### src/rtl/partition_sweep_pkg.sv
// Shared types and width helpers for the partition truth-table sweeper.
package partition_sweep_pkg;

    typedef enum logic [2:0] {
        ST_IDLE,
        ST_DRIVE,
        ST_SETTLE,
        ST_SAMPLE,
        ST_TRACE,
        ST_DONE
    } sweep_state_t;

    // err_count must be able to hold 2^n_in.
    function automatic int err_count_w(input int n_in);
        return n_in + 1;
    endfunction

    function automatic int bit_err_count_w(input int n_in, input int n_out);
        return n_in + $clog2(n_out + 1);
    endfunction

    function automatic int settle_cnt_w(input int settle);
        return (settle < 2) ? 1 : $clog2(settle);
    endfunction

endpackage

### src/rtl/hamming_popcount.sv
// Combinational Hamming distance between two W-bit words.
module hamming_popcount #(
    parameter int W = 5
) (
    input  logic [W-1:0]             a,
    input  logic [W-1:0]             b,
    output logic [$clog2(W+1)-1:0]   count
);
    localparam int CW = $clog2(W + 1);

    logic [W-1:0] diff;

    always_comb begin
        diff  = a ^ b;
        count = '0;
        for (int i = 0; i < W; i++) begin
            count = count + CW'(diff[i]);
        end
    end

endmodule

### src/rtl/partition_tt_sweeper.sv
// Exhaustive exact-vs-approximate partition sweeper with error metrics.
// Optional trace stream of every sampled pattern when SWEEP_TRACE_EN is defined.
module partition_tt_sweeper
    import partition_sweep_pkg::*;
#(
    parameter int N_IN   = 5,
    parameter int N_OUT  = 5,
    parameter int SETTLE = 1
) (
    input  logic                                     clk,
    input  logic                                     rst_n,
    input  logic                                     start,
    output logic                                     busy,
    output logic                                     done,
    output logic [N_IN-1:0]                          pi_o,
    input  logic [N_OUT-1:0]                         po_exact_i,
    input  logic [N_OUT-1:0]                         po_approx_i,
`ifdef SWEEP_TRACE_EN
    output logic                                     trc_valid,
    input  logic                                     trc_ready,
    output logic [N_IN+2*N_OUT-1:0]                  trc_data,
`endif
    output logic [err_count_w(N_IN)-1:0]             err_count,
    output logic [bit_err_count_w(N_IN, N_OUT)-1:0] bit_err_count,
    output logic [N_OUT-1:0]                         max_abs_err
);
    localparam int ECW = err_count_w(N_IN);
    localparam int BCW = bit_err_count_w(N_IN, N_OUT);
    localparam int PCW = $clog2(N_OUT + 1);
    localparam int SCW = settle_cnt_w(SETTLE);
    localparam logic [SCW-1:0] SETTLE_LOAD = SCW'((SETTLE > 0) ? SETTLE - 1 : 0);

    sweep_state_t   state;
    logic [SCW-1:0] settle_cnt;
    logic [PCW-1:0] pop;
    logic [N_OUT:0] diff;
    logic [N_OUT:0] abs_diff;
    logic           last_pattern;

    hamming_popcount #(.W(N_OUT)) u_popcount (
        .a     (po_exact_i),
        .b     (po_approx_i),
        .count (pop)
    );

    // One extra bit so the unsigned difference cannot wrap before taking |.|
    always_comb begin
        diff         = {1'b0, po_exact_i} - {1'b0, po_approx_i};
        abs_diff     = diff[N_OUT] ? (~diff + (N_OUT+1)'(1)) : diff;
        last_pattern = (pi_o == '1);
    end

    always_ff @(posedge clk or negedge rst_n) begin
        if (!rst_n) begin
            state         <= ST_IDLE;
            busy          <= 1'b0;
            done          <= 1'b0;
            pi_o          <= '0;
            settle_cnt    <= '0;
            err_count     <= '0;
            bit_err_count <= '0;
            max_abs_err   <= '0;
`ifdef SWEEP_TRACE_EN
            trc_valid     <= 1'b0;
            trc_data      <= '0;
`endif
        end else begin
            case (state)
                ST_IDLE, ST_DONE: begin
                    if (start) begin
                        state         <= ST_DRIVE;
                        busy          <= 1'b1;
                        done          <= 1'b0;
                        pi_o          <= '0;
                        err_count     <= '0;
                        bit_err_count <= '0;
                        max_abs_err   <= '0;
                    end
                end
                ST_DRIVE: begin
                    if (SETTLE > 0) begin
                        state      <= ST_SETTLE;
                        settle_cnt <= SETTLE_LOAD;
                    end else begin
                        state <= ST_SAMPLE;
                    end
                end
                ST_SETTLE: begin
                    if (settle_cnt == '0) begin
                        state <= ST_SAMPLE;
                    end else begin
                        settle_cnt <= settle_cnt - SCW'(1);
                    end
                end
                ST_SAMPLE: begin
                    err_count     <= err_count + ECW'(po_exact_i != po_approx_i);
                    bit_err_count <= bit_err_count + BCW'(pop);
                    if (abs_diff > {1'b0, max_abs_err}) begin
                        max_abs_err <= abs_diff[N_OUT-1:0];
                    end
`ifdef SWEEP_TRACE_EN
                    state     <= ST_TRACE;
                    trc_valid <= 1'b1;
                    trc_data  <= {pi_o, po_exact_i, po_approx_i};
`else
                    if (last_pattern) begin
                        state <= ST_DONE;
                        busy  <= 1'b0;
                        done  <= 1'b1;
                    end else begin
                        state <= ST_DRIVE;
                        pi_o  <= pi_o + N_IN'(1);
                    end
`endif
                end
`ifdef SWEEP_TRACE_EN
                ST_TRACE: begin
                    if (trc_ready) begin
                        trc_valid <= 1'b0;
                        if (last_pattern) begin
                            state <= ST_DONE;
                            busy  <= 1'b0;
                            done  <= 1'b1;
                        end else begin
                            state <= ST_DRIVE;
                            pi_o  <= pi_o + N_IN'(1);
                        end
                    end
                end
`endif
                default: state <= ST_IDLE;
            endcase
        end
    end

endmodule
### config.mk
export PLATFORM = sky130hd
export DESIGN_NAME = partition_tt_sweeper
export DESIGN_NICKNAME = d
export VERILOG_FILES = /design/src/rtl/partition_sweep_pkg.sv /design/src/rtl/hamming_popcount.sv /design/src/rtl/partition_tt_sweeper.sv
export SDC_FILE = /design/constraint.sdc
export NUM_CORES = 1
export LEC_CHECK = 0
export ABC_CLOCK_PERIOD_IN_PS = 2350
export CORE_MARGIN = 3
export CORE_UTILIZATION = 45
export CTS_CLUSTER_DIAMETER = 80
export DETAILED_ROUTE_END_ITERATION = 7
export PLACE_DENSITY = 0.7
export SLEW_MARGIN = 10
export SYNTH_ARGS = -nofsm -noshare
export SYNTH_HDL_FRONTEND = slang
export SYNTH_SLANG_ARGS = --single-unit
### constraint.sdc
create_clock -name clk -period 2.35 [get_ports clk]
set_clock_uncertainty 0.2 [all_clocks]
set_input_delay 0.47 -clock clk [delete_from_list [all_inputs] [get_ports clk]]
set_output_delay 0.47 -clock clk [all_outputs]
set_load 0.02 [all_outputs]
Word level (Yosys, flattened, before mapping)

Index checks and enable logic that the tools add are counted.

Bits of input ports: 13
Output and inout port bits: 26
Register bits after elaboration: 30
Logic and storage cells: 63

Multiplexer cells: 22
Reductions and logical operators: 9
Bitwise gates (word level): 2
Order comparisons: 1
Add/sub/neg operators: 10
Eq/ne operators: 11

Operator list:

| kind                | count |
|---|---|
| $pmux 5 s2          | 2 |
| $pmux 8 s2          | 1 |
| $mux 5              | 3 |
| $mux 6              | 2 |
| $pmux 3 s4          | 1 |
| $pmux 6 s2          | 1 |
| $ne 2x2->1 const B  | 5 |
| $add 3x1->3         | 3 |
| $mux 3              | 3 |
| $reduce_and 3->1    | 3 |
| $add 8x3->8         | 1 |
| $mux 8              | 1 |
| $add 6x1->6         | 1 |
| $add 6x1->6 const B | 1 |
| $eq 3x2->1 const B  | 2 |
| $gt 6x5->1          | 1 |
| $not 6->6           | 1 |
| $pmux 1 s2          | 3 |
| $sub 5x5->6         | 1 |
| $add 5x1->5 const B | 1 |
| $eq 5x5->1 const B  | 1 |
| $mux 1              | 5 |
| $ne 5x5->1          | 1 |
| $xor 5x5->5         | 1 |
| other kinds (8)     | 10 |

Depth between registers and ports, before layout

Gate-level depths: netlist (run 1).

Depth in word-level cells: 7
Mapped depth: 16
Mapped depth without buffers: 16

Cells and area by module

Synthesis (run 1) repeated with hierarchy kept, for this count alone.

Cell total of the unflattened synthesis: 209
Area total of the unflattened synthesis: 1975.6 µm²

Modules (own cells, without submodules):

| module               | cells an instance | sequential area each (µm²) | instances | area each (µm²) |
|---|---|---|---|---|
| partition_tt_sweeper | 201               | 725.7                      | 1         | 1879.3 |
| hamming_popcount     | 8                 | 0.0                        | 1         | 96.3 |

Worst setup path after synthesis (run 1)

No wires, ideal clock.

Path type: input port to flip-flop
Start: in po_exact_i[0]
End: reg bit_err_count[7]
Arrival time: 3504 ps
Setup time: 79 ps
Buffers on the path: 0
Slack: -1433 ps
Stages on the path: 16
Cells stage by stage: inv_1 ha_1 inv_1 ha_1 fa_1 ha_1 inv_1 fa_1 inv_1 ha_1 a21o_1 a21oi_1 nor2_1 and3_1 nand3_1 mux2i_1

Longest elaborated chain between the ends: 7

RTL lines:

| item                     | line                       | RTL |
|---|---|---|
| from (decl)              | partition_tt_sweeper.sv:16 | `input logic [N_OUT-1:0] po_exact_i,` |
| $xor 5x5->5              | hamming_popcount.sv:14     | `diff = a ^ b;` |
| $add 1x1->2              | hamming_popcount.sv:17     | `count = count + CW'(diff[i]);` |
| $add 3x1->3 (3 in a row) | hamming_popcount.sv:17     |  |
| $add 8x3->8              | partition_tt_sweeper.sv:97 | `bit_err_count <= bit_err_count + BCW'(pop);` |
| $pmux 8 s2               | partition_tt_sweeper.sv:68 | `case (state)` |
| to (signal assigned)     | partition_tt_sweeper.sv:97 |  |
| to (decl)                | partition_tt_sweeper.sv:24 | `output logic [bit_err_count_w(N_IN, N_OUT)-1:0] bit_err_count,` |

Every way passes these cells.
A chain may end at the register's enable or synchronous reset.

Worst setup path in the final report (run 1)

Ends and elaborated chain as after synthesis.

==> flow_summary.json, run 1 <==
{
  "status": "complete, but fails checks",
  "violations": "negative setup slack",
  "drv_slew": 0,
  "dieArea_mm2": 0.00526,
  "cts_tree": "yes",
  "multi_input_comb_area_mm2": 0.00143,
  "cts_buffers": 5,
  "synth_xor_area_share_pct": 4.77,
  "dieWidth_um": 72.5,
  "layout.nets": 337,
  "ys_seq_area_share_pct": 36.4,
  "p_comb_share_pct": 58.7,
  "clock_latency_ns": 0.28,
  "cts-root-buf": "clkbuf_8",
  "fillers": 286,
  "critPathLaunchType": "input port",
  "fin_cells": 351,
  "ys_types": 40,
  "rows": 23,
  "synth_nets": 252,
  "synth_area_leaders": "dfrtp_1, ha_1, nand2_1, inv_1, nor2_1",
  "p_clk_share_pct": 14.7,
  "path_class": "input port to register",
  "synth_commonest_cells": "dfrtp_1, nand2_1, inv_1, nor2_1, ha_1",
  "die_h_um": 72.5,
  "grt_usage_pct": 20.9,
  "netlist_instances": 215,
  "final.period_utilization_pct": 147,
  "placed_cells": 334,
  "ant_nets": 0,
  "clockBufferDepth": 2,
  "wire_per_inst_um": 14.4,
  "gp_congestion": 0.800,
  "min_period_ns": 3.44,
  "antenna_found_initial": 0,
  "yosys.cell_count.top_type": "dfrtp_1",
  "p_sw_share_pct": 40.9,
  "intPower_mw": 1.81,
  "path_clk_slew_ns": 0.06,
  "synth_flop_cell": "dfrtp_1",
  "finalWorstSetupSlack_ns": -1.09,
  "finalWirelength_um": 5070,
  "crit_path_max_fanout": 2,
  "grt_max_degree": 30,
  "synthArstFlopShare_pct": 100,
  "gr-total-overflow": 0,
  "drt-initial-drc-count": 38,
  "area_growth_pct": 60.7,
  "seqCellArea_um2": 726,
  "worstPathArrival_ns": 3.45,
  "hold_violations": 0,
  "power.switching_mw": 1.25,
  "synthMuxAreaShare_pct": 4.08,
  "power.density_mw_per_mm2": 958,
  "rsz0062_at_grt": "yes",
  "antennaDiodeCount": 0,
  "synth_compound_gate_area_share_pct": 14.6,
  "synth-edff-count": 0,
  "drc": 0,
  "hp-class": "register to register",
  "num_vias": 1851,
  "cts_max_level": 2,
  "vdd_drop_max_v": 0.000745,
  "first_pass_iters": 4,
  "synth_top_area_share_pct": 36.4,
  "initial_core_util_pct": 48.1,
  "io_pins": 39,
  "cp.required_ns": 2.35,
  "ys_seq_elements": 29,
  "syn_area_mm2": 0.00199,
  "setup_viol": 12,
  "power_leakage_nw": 1.47,
  "relSlewSlack_pct": 76.3,
  "synth-simple-area-share_pct": 17.8,
  "synth_top_family_by_area": "simple AND/OR/NAND/NOR gates",
  "synth_area_leader_cell": "dfrtp_1",
  "hold-worst-slack_ns": 0.284,
  "via_per_inst": 5.27,
  "cp-end-kind": "register",
  "layout-drive-gt1-share_pct": 39.2,
  "syn_avg_cell_area_um2": 9.26,
  "drv_cap": 0,
  "ys_warn_count": 0,
  "pre_cts_slack_ns": -2.04,
  "seqPwrFrac_pct": 26.6,
  "grt_pass1_wl_um": 8620,
  "design.core.area_mm2": 0.00414,
  "worstMarginPinSlew_ns": 0.352,
  "grt_pass1_vias": 1927,
  "hpwl_um": 3570,
  "synth_fa_ha_area_share_pct": 16.6,
  "cts.sinks": 29,
  "placement.io_buffers": 38,
  "max_freq_mhz": 290
}
-- logic make-up (layout without fill, tap and decap cells) --
group | count (synthesis) | after routing
buffers and inverters | 30 | 116
DFF | 29 | 29
and+or+nand+nor | 77 | 77
adders and majority gates | 24 | 24
AOI/OAI and AO/OA | 37 | 37
xor gates and xnor gates | 10 | 10
muxes | 8 | 8
-- layout by cell type (no fill, tap or decap), drive strengths merged, types with 3 or more instances in the layout --
cell type / count
inv: 24
a21oi: 8
xor2: 6
a22o: 7
dfrtp: 29
buf: 54
nand2b: 3
mux2i: 7
xnor2: 4
ha: 20
o21ai: 9
nor2: 22
clkdlybuf4s50: 28
nand4: 3
nand3: 12
nand2: 26
fa: 4
clkbuf: 7
-- repair_timing --
| item | in CTS | in global routing |
|---|---|---|
| setup buffers | 9 | 4 |
| pin swaps | 38 | 24 |
| resized for setup | 73 | 22 |
| hold buffers | 0 | 0 |
| endpoints found under the setup margin | 19 | 15 |
-- power by group through the flow --
stage / registers (mW) / clock network, mW / logic [mW]
after floorplan: 0.926 / 0 / 0.848
after global placement: 0.809 / 0 / 1.53
after detailed placement: 0.809 / 0 / 1.58
after CTS: 0.809 / 0.460 / 1.69
after global routing: 0.834 / 0.474 / 2.01
final: 0.815 / 0.451 / 1.80
-- path summary, 6_finish.rpt --
check	slack, ns	from	to	cells after the start
min in group asynchronous	0.37	rst_n	bit_err_count[2]$_DFFE_PN0P_	2
min reg2reg	0.28	bit_err_count[7]$_DFFE_PN0P_	bit_err_count[7]$_DFFE_PN0P_	1
max reg2reg	0.40	max_abs_err[2]$_DFFE_PN0P_	max_abs_err[2]$_DFFE_PN0P_	8
max	-1.09	po_exact_i[0]	bit_err_count[7]$_DFFE_PN0P_	17
min	0.28	bit_err_count[7]$_DFFE_PN0P_	bit_err_count[7]$_DFFE_PN0P_	1
max in group asynchronous	1.31	rst_n	err_count[5]$_DFFE_PN0P_	2
-- cell type report --
| class | instances | share of cell area [%] |
|---|---|---|
| Multi-Input combinational cell | 156 | 44.5 |
| Sequential cell | 29 | 22.7 |
| Inverter | 24 | 3.75 |
| Tap cell | 50 | 1.95 |
| Clock inverter | 1 | 0.156 |
| Timing Repair Buffer | 84 | 23.9 |
| Clock buffer | 7 | 3.01 |
-- metrics by stage --
stage	utilization [%]	power [mW]	TNS, ns	area [um2]
detailed placement	67.8	2.39	-26.17	2810
CTS	75.0	2.96	-10.99	3110
global route	77.2	3.31	-12.24	3200
floorplan	-	1.77	-11.35	2130
finish	77.2	3.07	-10.93	3200
global placement	67.8	2.34	-25.39	2810
-- state kept, by name (all words and copies together), names as in the netlist --
signal / count
bit_err_count: 8
busy: 1
done: 1
err_count: 6
max_abs_err: 5
pi_o: 5
state: 3
-- critical path, cell delays in order --
cell and delay (ns):
buf_8 0.08, inv_8 0.03, ha_4 0.26, inv_4 0.04, ha_4 0.23, fa_1 0.52
ha_4 0.13, inv_2 0.03, fa_1 0.52, inv_1 0.05, ha_1 0.26, a21o_1 0.20
a21oi_2 0.15, nor2_2 0.05, and3_4 0.19, nand3_2 0.07, mux2i_1 0.17
-- metal layers --
layer,track usage [%],vias to the layer above,wire length (um)
met4,8.20,0,133
li1,-,902,-
met2,34.3,45,2430
met1,26.9,887,2290
met5,0,-,0
met3,4.57,17,219
Power figures use the tool's default switching activity.
==> inputs of run 2 (changes only) <==
Settings changed: CORE_MARGIN 3 to default, HOLD_SLACK_MARGIN from default to 0.03.
==> run 2 against run 1 <==
  * The run still ends with negative setup slack left
  * Total power increased by 1.3%
  * Die area is 11% lower
  * Register-to-register slack worse by 0.05 ns
  * Hold slack better by 0.0015 ns
  * Via count is 1.0% lower
  * Sequential share of layout area about the same
  * Design area hardly changed
  * Sequential power down 0.7%
  * Critical endpoint unchanged
  * Largest power group unchanged
  * Highest routed layer unchanged
==> flow_summary.json, run 2 (synthesis gave the netlist of run 1 again) <==
{
  "max_freq_mhz": 286,
  "clockBufferDepth": 2,
  "num_vias": 1832,
  "status": "complete, but fails checks",
  "layout-drive-gt1-share_pct": 39.3,
  "rsz0062_at_grt": "yes",
  "rows": 23,
  "min_delay_worst_endpoint": "busy$_DFFE_PN0P_",
  "initial_core_util_pct": 48.4,
  "first_pass_iters": 4,
  "power_leakage_nw": 1.48,
  "die_h_um": 68.5,
  "ant_nets": 0,
  "crit_path_frequent_cell": "ha_4",
  "crit_path_max_fanout": 2,
  "cts_tree": "yes",
  "regMostFlops": "bit_err_count",
  "grt_pass1_vias": 1825,
  "min_from": "busy$_DFFE_PN0P_",
  "gp_congestion": 0.837,
  "slowest_stage": "fa_1",
  "layout.cells.most_common": "buf_4",
  "r2r_start": "max_abs_err[2]$_DFFE_PN0P_",
  "cts_buffers": 5,
  "hold_violations": 0,
  "grt_max_degree": 30,
  "cp.required_ns": 2.35,
  "drv_cap": 0,
  "finalWorstSetupSlack_ns": -1.15,
  "setup_viol": 12,
  "via_per_inst": 5.16,
  "path_class": "input port to register",
  "drc": 0,
  "dieWidth_um": 68.5,
  "cp_cell_sequence": "buf_8, inv_8, ha_4, inv_4, ha_4, fa_1, ha_4, inv_2, fa_1, inv_1, ha_1, a21o_1, a21oi_1, nor2_1, and3_1, nand3_1, mux2i_1",
  "wire_per_inst_um": 13.8,
  "path_clk_slew_ns": 0.06,
  "cts_max_level": 2,
  "antennaDiodeCount": 0,
  "dieArea_mm2": 0.00470,
  "hpwl_um": 3380,
  "critPathLaunchType": "input port",
  "vdd_drop_max_v": 0.000716,
  "layout.nets": 342,
  "cp-end-kind": "register",
  "layout_common_cells": "buf_4, dfrtp_1, clkdlybuf4s50_1",
  "worstPathArrival_ns": 3.50,
  "final.period_utilization_pct": 149,
  "hold_depth": 1,
  "antenna_found_initial": 0,
  "relSlewSlack_pct": 74.9,
  "area_growth_pct": 60.7,
  "design.core.area_mm2": 0.00412,
  "cts-root-buf": "clkbuf_8",
  "gr-total-overflow": 0,
  "r2r_end": "max_abs_err[0]$_DFFE_PN0P_",
  "drv_slew": 0,
  "r2r_cells": 8,
  "cts.sinks": 29,
  "fin_util_pct": 77.8,
  "power.density_mw_per_mm2": 969,
  "worstMarginPinSlew_ns": 0.376,
  "io_pins": 39,
  "power_mw": 3.10,
  "finalWirelength_um": 4910,
  "placement.io_buffers": 38,
  "violations": "negative setup slack",
  "hp-class": "register to register",
  "hold_buffers": 0,
  "clock_latency_ns": 0.28,
  "r2r_slack_ns": 0.35,
  "slowest_delay_ns": 0.51,
  "largest_reg_flops": 8,
  "min_period_ns": 3.50,
  "grt_usage_pct": 22.7,
  "top_regs": "bit_err_count x8, err_count x6",
  "grt_pass1_wl_um": 7870,
  "drt-initial-drc-count": 69
}
==> run 2: cell types whose count changed in the layout (fill, tap and decap cells not counted), moves of 2 or more <==
cell | previous run | this run
buf_6 | 12 | 10
buf_4 | 40 | 45
nand3_2 | 2 | 0
clkdlybuf4s15_1 | 2 | 0
buf_2 | 0 | 2
nand2_2 | 0 | 2
nand2_4 | 2 | 0
mux2i_2 | 1 | 3
nand3_1 | 10 | 12
dlygate4sd2_1 | 0 | 2
==> run 2: metrics by stage <==
stage	setup WS [ns]	cell area [um2]	std cells	hold slack [ns]	TNS [ns]
5_1_grt	-1.29	3200	355	0.309	-12.25
3_5_place_dp	-2.00	2820	335	0.269	-26.15
4_1_cts	-1.10	3090	351	0.289	-10.52
2_1_floorplan	-1.25	2130	215	-0.0256	-11.35
6_report	-1.15	3200	355	0.286	-10.70
3_3_place_gp	-1.95	2820	335	0.261	-25.82
==> run 2: layout make-up <==
cell class | count | area [um2]
Clock buffer | 7 | 86.3
Fill cell | 275 | 913
Inverter | 24 | 118
Multi-Input combinational cell | 156 | 1420
Sequential cell | 29 | 726
Tap cell | 50 | 62.6
Timing Repair Buffer | 89 | 793
==> run 2: critical path, delay by kind of cell <==
family	cells	cell delay (ns)
AOI/OAI and AO/OA	2	0.33
adders and majority gates	6	1.90
muxes	1	0.18
and+or+nand+nor	3	0.39
buffers and inverters	5	0.22
==> run 2: power by group <==
part / switching (mW) / leakage (nW) / internal, mW / total (mW)
Sequential: 0.164 / 0.379 / 0.645 / 0.809
Combinational: 0.924 / 1.06 / 0.959 / 1.88
Clock: 0.180 / 0.0443 / 0.232 / 0.412
Total: 1.27 / 1.48 / 1.84 / 3.10
==> run 2: worst max-delay path by stage <==
stage	start	end	slack (ns)	cells after the start
final	po_exact_i[0]	bit_err_count[7]$_DFFE_PN0P_	-1.15	17
after global routing	po_exact_i[0]	bit_err_count[7]$_DFFE_PN0P_	-1.29	17
after CTS	po_exact_i[0]	bit_err_count[7]$_DFFE_PN0P_	-1.10	17
after detailed placement	po_approx_i[1]	bit_err_count[7]$_DFFE_PN0P_	-2.00	17
after global placement	po_approx_i[1]	bit_err_count[7]$_DFFE_PN0P_	-1.95	17
after floorplan	po_approx_i[1]	bit_err_count[7]$_DFFE_PN0P_	-1.25	16
==> run 2: repair_timing <==
item                       CTS  global route
pin swaps                   37            26
setup endpoints to repair   19            15
gates resized for setup     69            15
setup buffers               10             4
==> run 2: layer usage <==
metal	track usage [%]	wire length [um]
met5	0	0
met3	4.93	264
met2	38.8	2380
met4	4.69	57
met1	29.1	2200
